<file path="config.mk">
export PLATFORM = sky130hd
export DESIGN_NAME = pwm_capture
export DESIGN_NICKNAME = d
export VERILOG_FILES = /design/src/rtl/pwm_capture_pkg.sv /design/src/rtl/pwm_capture_sync.sv /design/src/rtl/pwm_capture.sv
export SDC_FILE = /design/constraint.sdc
export NUM_CORES = 1
export LEC_CHECK = 0
export CAP_MARGIN = 5
export CORE_MARGIN = 5
export CORE_UTILIZATION = 40
export CTS_CLUSTER_DIAMETER = 200
export CTS_CLUSTER_SIZE = 25
export DETAILED_ROUTE_END_ITERATION = 12
export PLACE_DENSITY = 0.57
export SYNTH_ARGS = -nofsm -noshare
export SYNTH_HDL_FRONTEND = slang
export SYNTH_SLANG_ARGS = --single-unit
</file>
<file path="constraint.sdc">
create_clock -name clk -period 2.7 [get_ports clk]
set_input_delay 0.27 -clock clk [delete_from_list [all_inputs] [get_ports clk]]
set_output_delay 0.27 -clock clk [all_outputs]
set_load 0.02 [all_outputs]
</file>
<file path="src/rtl/pwm_capture_pkg.sv">
// pwm_capture_defs: definitions shared by the PWM capture block.
//   state_e     - capture FSM states (IDLE / ACTIVE / INACTIVE)
//   DEF_CNT_W   - default active-time / period counter width
//   DEF_TIMEOUT - default number of edge-free cycles before no_signal
//   SYNC_DEPTH  - input synchronizer depth
//   FILT_LEN    - glitch filter length (consecutive equal samples)
package pwm_capture_defs;

  typedef enum logic [1:0] {
    IDLE     = 2'd0,
    ACTIVE   = 2'd1,
    INACTIVE = 2'd2
  } state_e;

  localparam int unsigned DEF_CNT_W   = 10;
  localparam int unsigned DEF_TIMEOUT = 4096;
  localparam int unsigned SYNC_DEPTH  = 2;
  localparam int unsigned FILT_LEN    = 3;

endpackage

</file>
<file path="src/rtl/pwm_capture_sync.sv">
// pwm_capture_sync: input conditioning for pwm_capture.
//   Synchronizes the asynchronous PWM pin, normalises polarity so that
//   act_o = 1 means "active phase", and produces single-cycle rise/fall
//   strobes on act_o. Optional glitch filter: PWM_CAPTURE_GLITCH_FILTER_EN.
// Ports:
//   clk_i   in  system clock
//   rst_ni  in  asynchronous active-low reset
//   pwm_i   in  asynchronous PWM pin
//   act_o   out normalised, conditioned input level (1 = active phase)
//   rise_o  out one-cycle strobe, act_o went inactive -> active
//   fall_o  out one-cycle strobe, act_o went active -> inactive
module pwm_capture_sync
  import pwm_capture_defs::*;
#(
  parameter bit ACTIVE_LOW = 1'b1
) (
  input  logic clk_i,
  input  logic rst_ni,
  input  logic pwm_i,
  output logic act_o,
  output logic rise_o,
  output logic fall_o
);

  localparam logic IDLE_LVL = ACTIVE_LOW ? 1'b1 : 1'b0;

`ifdef PWM_CAPTURE_GLITCH_FILTER_EN
  localparam int unsigned ARM_LEN = SYNC_DEPTH + 1 + (FILT_LEN - 1);
`else
  localparam int unsigned ARM_LEN = SYNC_DEPTH + 1;
`endif

  logic [SYNC_DEPTH-1:0] sync_q;
  logic [ARM_LEN-1:0]    arm_q;
  logic                  sync_act;
  logic                  act;
  logic                  act_prev_q;

  always_ff @(posedge clk_i or negedge rst_ni) begin
    if (!rst_ni) begin
      sync_q <= {SYNC_DEPTH{IDLE_LVL}};
    end else begin
      sync_q <= {sync_q[SYNC_DEPTH-2:0], pwm_i};
    end
  end

  assign sync_act = sync_q[SYNC_DEPTH-1] ^ ACTIVE_LOW;

`ifdef PWM_CAPTURE_GLITCH_FILTER_EN
  logic [FILT_LEN-2:0] hist_q;
  logic                stable;

  always_ff @(posedge clk_i or negedge rst_ni) begin
    if (!rst_ni) begin
      hist_q <= '0;
    end else begin
      hist_q <= {hist_q[FILT_LEN-3:0], sync_act};
    end
  end

  // The current sample plus the stored history must all agree before the
  // conditioned level is allowed to follow the pin.
  assign stable = sync_act ? (&hist_q) : ~(|hist_q);
  assign act    = stable ? sync_act : act_prev_q;
`else
  assign act = sync_act;
`endif

  always_ff @(posedge clk_i or negedge rst_ni) begin
    if (!rst_ni) begin
      act_prev_q <= 1'b0;
      arm_q      <= '0;
    end else begin
      act_prev_q <= act;
      arm_q      <= {arm_q[ARM_LEN-2:0], 1'b1};
    end
  end

  // Edges are suppressed until the pipeline has flushed its reset preset,
  // so a pin already active at reset release does not look like a rise.
  assign act_o  = act;
  assign rise_o = arm_q[ARM_LEN-1] &  act & ~act_prev_q;
  assign fall_o = arm_q[ARM_LEN-1] & ~act &  act_prev_q;

endmodule

</file>
<file path="src/rtl/pwm_capture.sv">
// pwm_capture: measures an incoming PWM waveform, publishing the active-phase
// length and period (in clk cycles) once per PWM period.
// Optional glitch filter in the input path: PWM_CAPTURE_GLITCH_FILTER_EN.
// Ports:
//   clk        in  system clock
//   reset      in  asynchronous active-low reset
//   pwm_in     in  asynchronous PWM input
//   level_out  out active-phase length of the last complete period
//   period_out out length of the last complete period (low CNT_W bits)
//   meas_valid out one-cycle pulse when level_out / period_out update
//   overflow   out sticky counter-saturation flag
//   no_signal  out input static for TIMEOUT cycles
module pwm_capture
  import pwm_capture_defs::*;
#(
  parameter int unsigned CNT_W      = DEF_CNT_W,
  parameter bit          ACTIVE_LOW = 1'b1,
  parameter int unsigned TIMEOUT    = DEF_TIMEOUT
) (
  input  logic             clk,
  input  logic             reset,
  input  logic             pwm_in,
  output logic [CNT_W-1:0] level_out,
  output logic [CNT_W-1:0] period_out,
  output logic             meas_valid,
  output logic             overflow,
  output logic             no_signal
);

  localparam logic [CNT_W:0] SAT = {1'b1, {CNT_W{1'b0}}};
  localparam logic [CNT_W:0] ONE = {{CNT_W{1'b0}}, 1'b1};
  localparam int unsigned    TO_W = $clog2(TIMEOUT + 1);
  localparam logic [TO_W-1:0] TO_MAX  = TO_W'(TIMEOUT);
  localparam logic [TO_W-1:0] TO_LAST = TO_W'(TIMEOUT - 1);

  logic act;
  logic rise;
  logic fall;

  pwm_capture_sync #(
    .ACTIVE_LOW (ACTIVE_LOW)
  ) u_sync (
    .clk_i  (clk),
    .rst_ni (reset),
    .pwm_i  (pwm_in),
    .act_o  (act),
    .rise_o (rise),
    .fall_o (fall)
  );

  state_e          state_q;
  logic [CNT_W:0]  act_cnt_q;
  logic [CNT_W:0]  per_cnt_q;
  logic            act_ovf_q;
  logic            per_ovf_q;
  logic [TO_W-1:0] idle_q;

  logic [CNT_W:0]  act_cnt_d;
  logic [CNT_W:0]  per_cnt_d;
  logic            act_at_sat;
  logic            per_at_sat;
  logic            timeout;

  // A counter sitting at SAT holds an exact 2^CNT_W count; only a further
  // increment request counts as saturation, so an exact 2^CNT_W period
  // wraps to 0 without flagging overflow.
  assign act_at_sat = (act_cnt_q == SAT);
  assign per_at_sat = (per_cnt_q == SAT);
  assign act_cnt_d  = act_at_sat ? SAT : act_cnt_q + ONE;
  assign per_cnt_d  = per_at_sat ? SAT : per_cnt_q + ONE;

  // Any edge restarts the idle count, so a coincident rise beats timeout.
  assign timeout = !rise && !fall && (idle_q == TO_LAST);

  always_ff @(posedge clk or negedge reset) begin
    if (!reset) begin
      state_q    <= IDLE;
      act_cnt_q  <= '0;
      per_cnt_q  <= '0;
      act_ovf_q  <= 1'b0;
      per_ovf_q  <= 1'b0;
      idle_q     <= '0;
      level_out  <= '0;
      period_out <= '0;
      meas_valid <= 1'b0;
      overflow   <= 1'b0;
      no_signal  <= 1'b0;
    end else begin
      meas_valid <= 1'b0;

      if (rise || fall) begin
        idle_q <= '0;
      end else if (idle_q != TO_MAX) begin
        idle_q <= idle_q + 1'b1;
      end

      if (rise) begin
        no_signal <= 1'b0;
      end

      unique case (state_q)
        IDLE: begin
          if (rise) begin
            state_q   <= ACTIVE;
            act_cnt_q <= ONE;
            per_cnt_q <= ONE;
            act_ovf_q <= 1'b0;
            per_ovf_q <= 1'b0;
          end
        end
        ACTIVE: begin
          per_cnt_q <= per_cnt_d;
          if (per_at_sat) begin
            per_ovf_q <= 1'b1;
            overflow  <= 1'b1;
          end
          if (fall) begin
            state_q <= INACTIVE;
          end else begin
            act_cnt_q <= act_cnt_d;
            if (act_at_sat) begin
              act_ovf_q <= 1'b1;
              overflow  <= 1'b1;
            end
          end
        end
        INACTIVE: begin
          if (rise) begin
            level_out  <= act_ovf_q ? '1 : act_cnt_q[CNT_W-1:0];
            period_out <= per_ovf_q ? '1 : per_cnt_q[CNT_W-1:0];
            meas_valid <= 1'b1;
            state_q    <= ACTIVE;
            act_cnt_q  <= ONE;
            per_cnt_q  <= ONE;
            act_ovf_q  <= 1'b0;
            per_ovf_q  <= 1'b0;
          end else begin
            per_cnt_q <= per_cnt_d;
            if (per_at_sat) begin
              per_ovf_q <= 1'b1;
              overflow  <= 1'b1;
            end
          end
        end
        default: state_q <= IDLE;
      endcase

      if (timeout) begin
        no_signal  <= 1'b1;
        state_q    <= IDLE;
        meas_valid <= 1'b1;
        level_out  <= act ? '1 : '0;
        period_out <= '0;
      end
    end
  end

endmodule

</file>
==> results.md <==
- Buf/Inv on CP: 1
- Synth area leaders: dfrtp_1 46%, o21ai_0 4.3%, nor3_1 3.9%, ha_1 3.8%, nand2_1 2.5%
- F_max: 0.473 GHz
- Most used DFF post-synth: dfrtp_1
- Die W: 105 um
- Reg2reg path depth: 6
- Most numerous cell in the Yosys netlist: dfrtp_1
- Clock Skew: between 0.01 and 0.015 ns
- # fillers: 811
- Outcome: complete, no violations
- Mapped Nets: 390
- CP required: 2.97 ns
- Global placer's final weighted congestion: 0.810
- Worst skew pair latency: about 0.35 ns
- Measured slew at the worst slew-check pin: 0.750 ns
- Fin crit period: 2.12 ns
- Average wire per standard cell: 15.7 um
- Core Util, Final: a little under half
- Core area: about 8700 um2
- Setup TNS Final: 0 ns
- Relative slew slack: approximately half
- Final Cycle Share: between 70% and 80%
- Final WS setup: 0.584 ns
- Area delta synth->final: 14.6%
- Antenna cells: 0
- Pin count of the biggest net entering global routing: 38
- Initial core utilization: 41.2%
- Htree depth: 3
- CTS tree: yes
- Vias: 2765
- CTS Hold Bufs: 1
- CP max FO: 15
- Drt initial violations: 173
- Most area-hungry cell type in the Yosys netlist: dfrtp_1
- Detailed placement HPWL: between 5000 and 6000 um
- CTS Sinks: 68
- Synth cell types: 59
- Nets: 408
- Pre-antenna DRT Iters: 4
- Mapped Avg Cell Area: 9.55 um2
- Final std cells w/o fill: 507
- Inst Count DP: 490
- CTS buffer count: 9
- Async set or reset register ratio after synthesis: 100%
- Num ports: 26
- Final instance area: around 4000 um2
- Hold depth: 1
- DP Area: ~3900 um2
- Synth Cell Area: 3590 um2
- Worst path max stage delay: roughly 0.52 ns
- Worst Hold Class: in -> reg
- Worst-path clk slew: 0.08 ns
- Pleak: 1.70 nW
- Worst IR Drop VDD: 0.000400 V
- Die height: 105 um
- Post-synth EDFFs: 0
- Gr usage total: 15.5%
- DRC Markers: 0
- Post-CTS setup buffers: 0
- Cell Pwr Density: 947 nW/um2
- RSZ-0062 raised after global routing: no
- Share of Yosys cell area claimed by the top area cell type: between 40% and 50%
- Min Hold Slack: 0.343 ns
- Startpoint Class: register
- Commonest cells in the synthesized netlist: 66 x dfrtp_1, 31 x o21ai_0, 28 x nor3_1, 24 x nand2_1, 24 x nor2_1
- Setup slack at placement: between 0.5 and 0.6 ns
- #FFs+latches synth: 68
- Sequential-to-total area share from yosys stat: 47.4%
- GRT overflow: 0
- Worst path slowest cell: a41oi_2
- Final ANT Viol Nets: 0
- CP Cell Sequence: inv_1 > ha_1 > or2_0 > a41oi_2 > or2b_1 > a31oi_1
- Initial antenna violation count: 0
- Max Slew Vio Count: 0
- Critical path type: reg -> reg
- Setup violators final: 0
- Maximum buffer depth of the clock tree: 2
- Port bufs: 25
- Worst setup EP type: register
- Synthesis Warnings: 0
- Crit-path leading delay family: compound AO/OA/AOI/OAI gates
- Drt total wl: around 8000 um
- Vias/cell: 5.45
- Tot Pwr: 3.90 mW
- Cells after Synth: between 300 and 400
- Root Driver: clkbuf_8
- PostCTS Resize Cnt: 0
- Cell Rows: 34
- Final Hold Viols: 0
- First-pass GRT wire length: approximately 14000 um
- Die outline area: 11000 um2
- Worst EP arrival: 2.39 ns
- Share of cells above drive strength 1: about 8.8%
- WP depth: 6
- Max Cap Viol: 0
- Vias in the first global route: 2728
[final timing paths]
check,from,end,slack [ns]
worst max-delay path,state_q[0],act_cnt_q[3],0.58
worst min-delay path,pwm_in,u_sync.sync_q[0],0.34
worst max register to register,state_q[0],act_cnt_q[3],0.58
worst min register to register,u_sync.arm_q[0],u_sync.arm_q[1],0.35
max in group asynchronous,reset,u_sync.sync_q[1],1.45
min in group asynchronous,reset,act_cnt_q[9],0.52
[cell usage in the layout (no fill, tap or decap), types with 3 or more instances in the layout]
cell	netlist	layout
nor4b_1	3	3
nor3_1	28	28
nand3_1	12	12
o211ai_1	4	4
o21ai_0	31	31
mux2i_1	4	4
dfrtp_1	66	66
ha_1	11	11
nand2b_1	3	3
or3_1	13	13
a41oi_1	5	5
clkdlybuf4s50_1	0	24
clkbuf_8	0	10
or2b_1	3	3
a21oi_1	10	10
nand2_1	24	24
nand4_1	11	11
buf_4	1	5
xnor2_1	4	4
a211oi_1	4	4
nor2_1	24	24
xor2_1	5	5
inv_1	18	18
a31oi_1	12	12
and3_1	7	7
o22ai_1	4	4
and4_1	3	3
nor4_1	4	4
o31ai_1	3	3
[flip-flops by register name, indices dropped and copies added, names as in the netlist]
name               flops
idle_q                13
act_cnt_q             11
per_cnt_q             11
level_out             10
period_out            10
u_sync.arm_q           3
state_q                2
u_sync.sync_q          2
act_ovf_q              1
meas_valid             1
no_signal              1
overflow               1
per_ovf_q              1
u_sync.act_prev_q      1
[routing by layer]
layer / GRT usage [%] / wire (um) / part of all wire [%]
met5: 0 / 0 / 0
met4: 5.75 / 107 / 1.3
met3: 2.90 / 208 / 2.6
met2: 23.2 / 3730 / 47
met1: 22.4 / 3910 / 49
[cell type report]
type                    instances  area (um2)  share of cell area [%]
repair buffers                 32         313                    7.60
multi-input cells             265        1670                    40.6
well taps                     108         135                    3.28
clock inverters                 6        87.6                    2.13
clock buffers                  10         138                    3.34
inverters                      18        67.6                    1.64
flip-flops and latches         68        1700                    41.4
[report_power, final]
group,internal (mW),switching [mW]
Combinational,0.652,0.859
Clock,0.545,0.398
Sequential,1.25,0.191
Total,2.45,1.45
[cells by family after synthesis]
family,count (synthesis),synth area share [%]
simple gates,151,22.9
flops,68,47.4
xor+xnor,9,2.19
buf+inv,43,6.06
other cells,1,0.104
compound gates,87,15.8
mux,6,1.74
fa+ha+maj,11,3.83
Note: power is estimated with default switching activity, not from simulation.
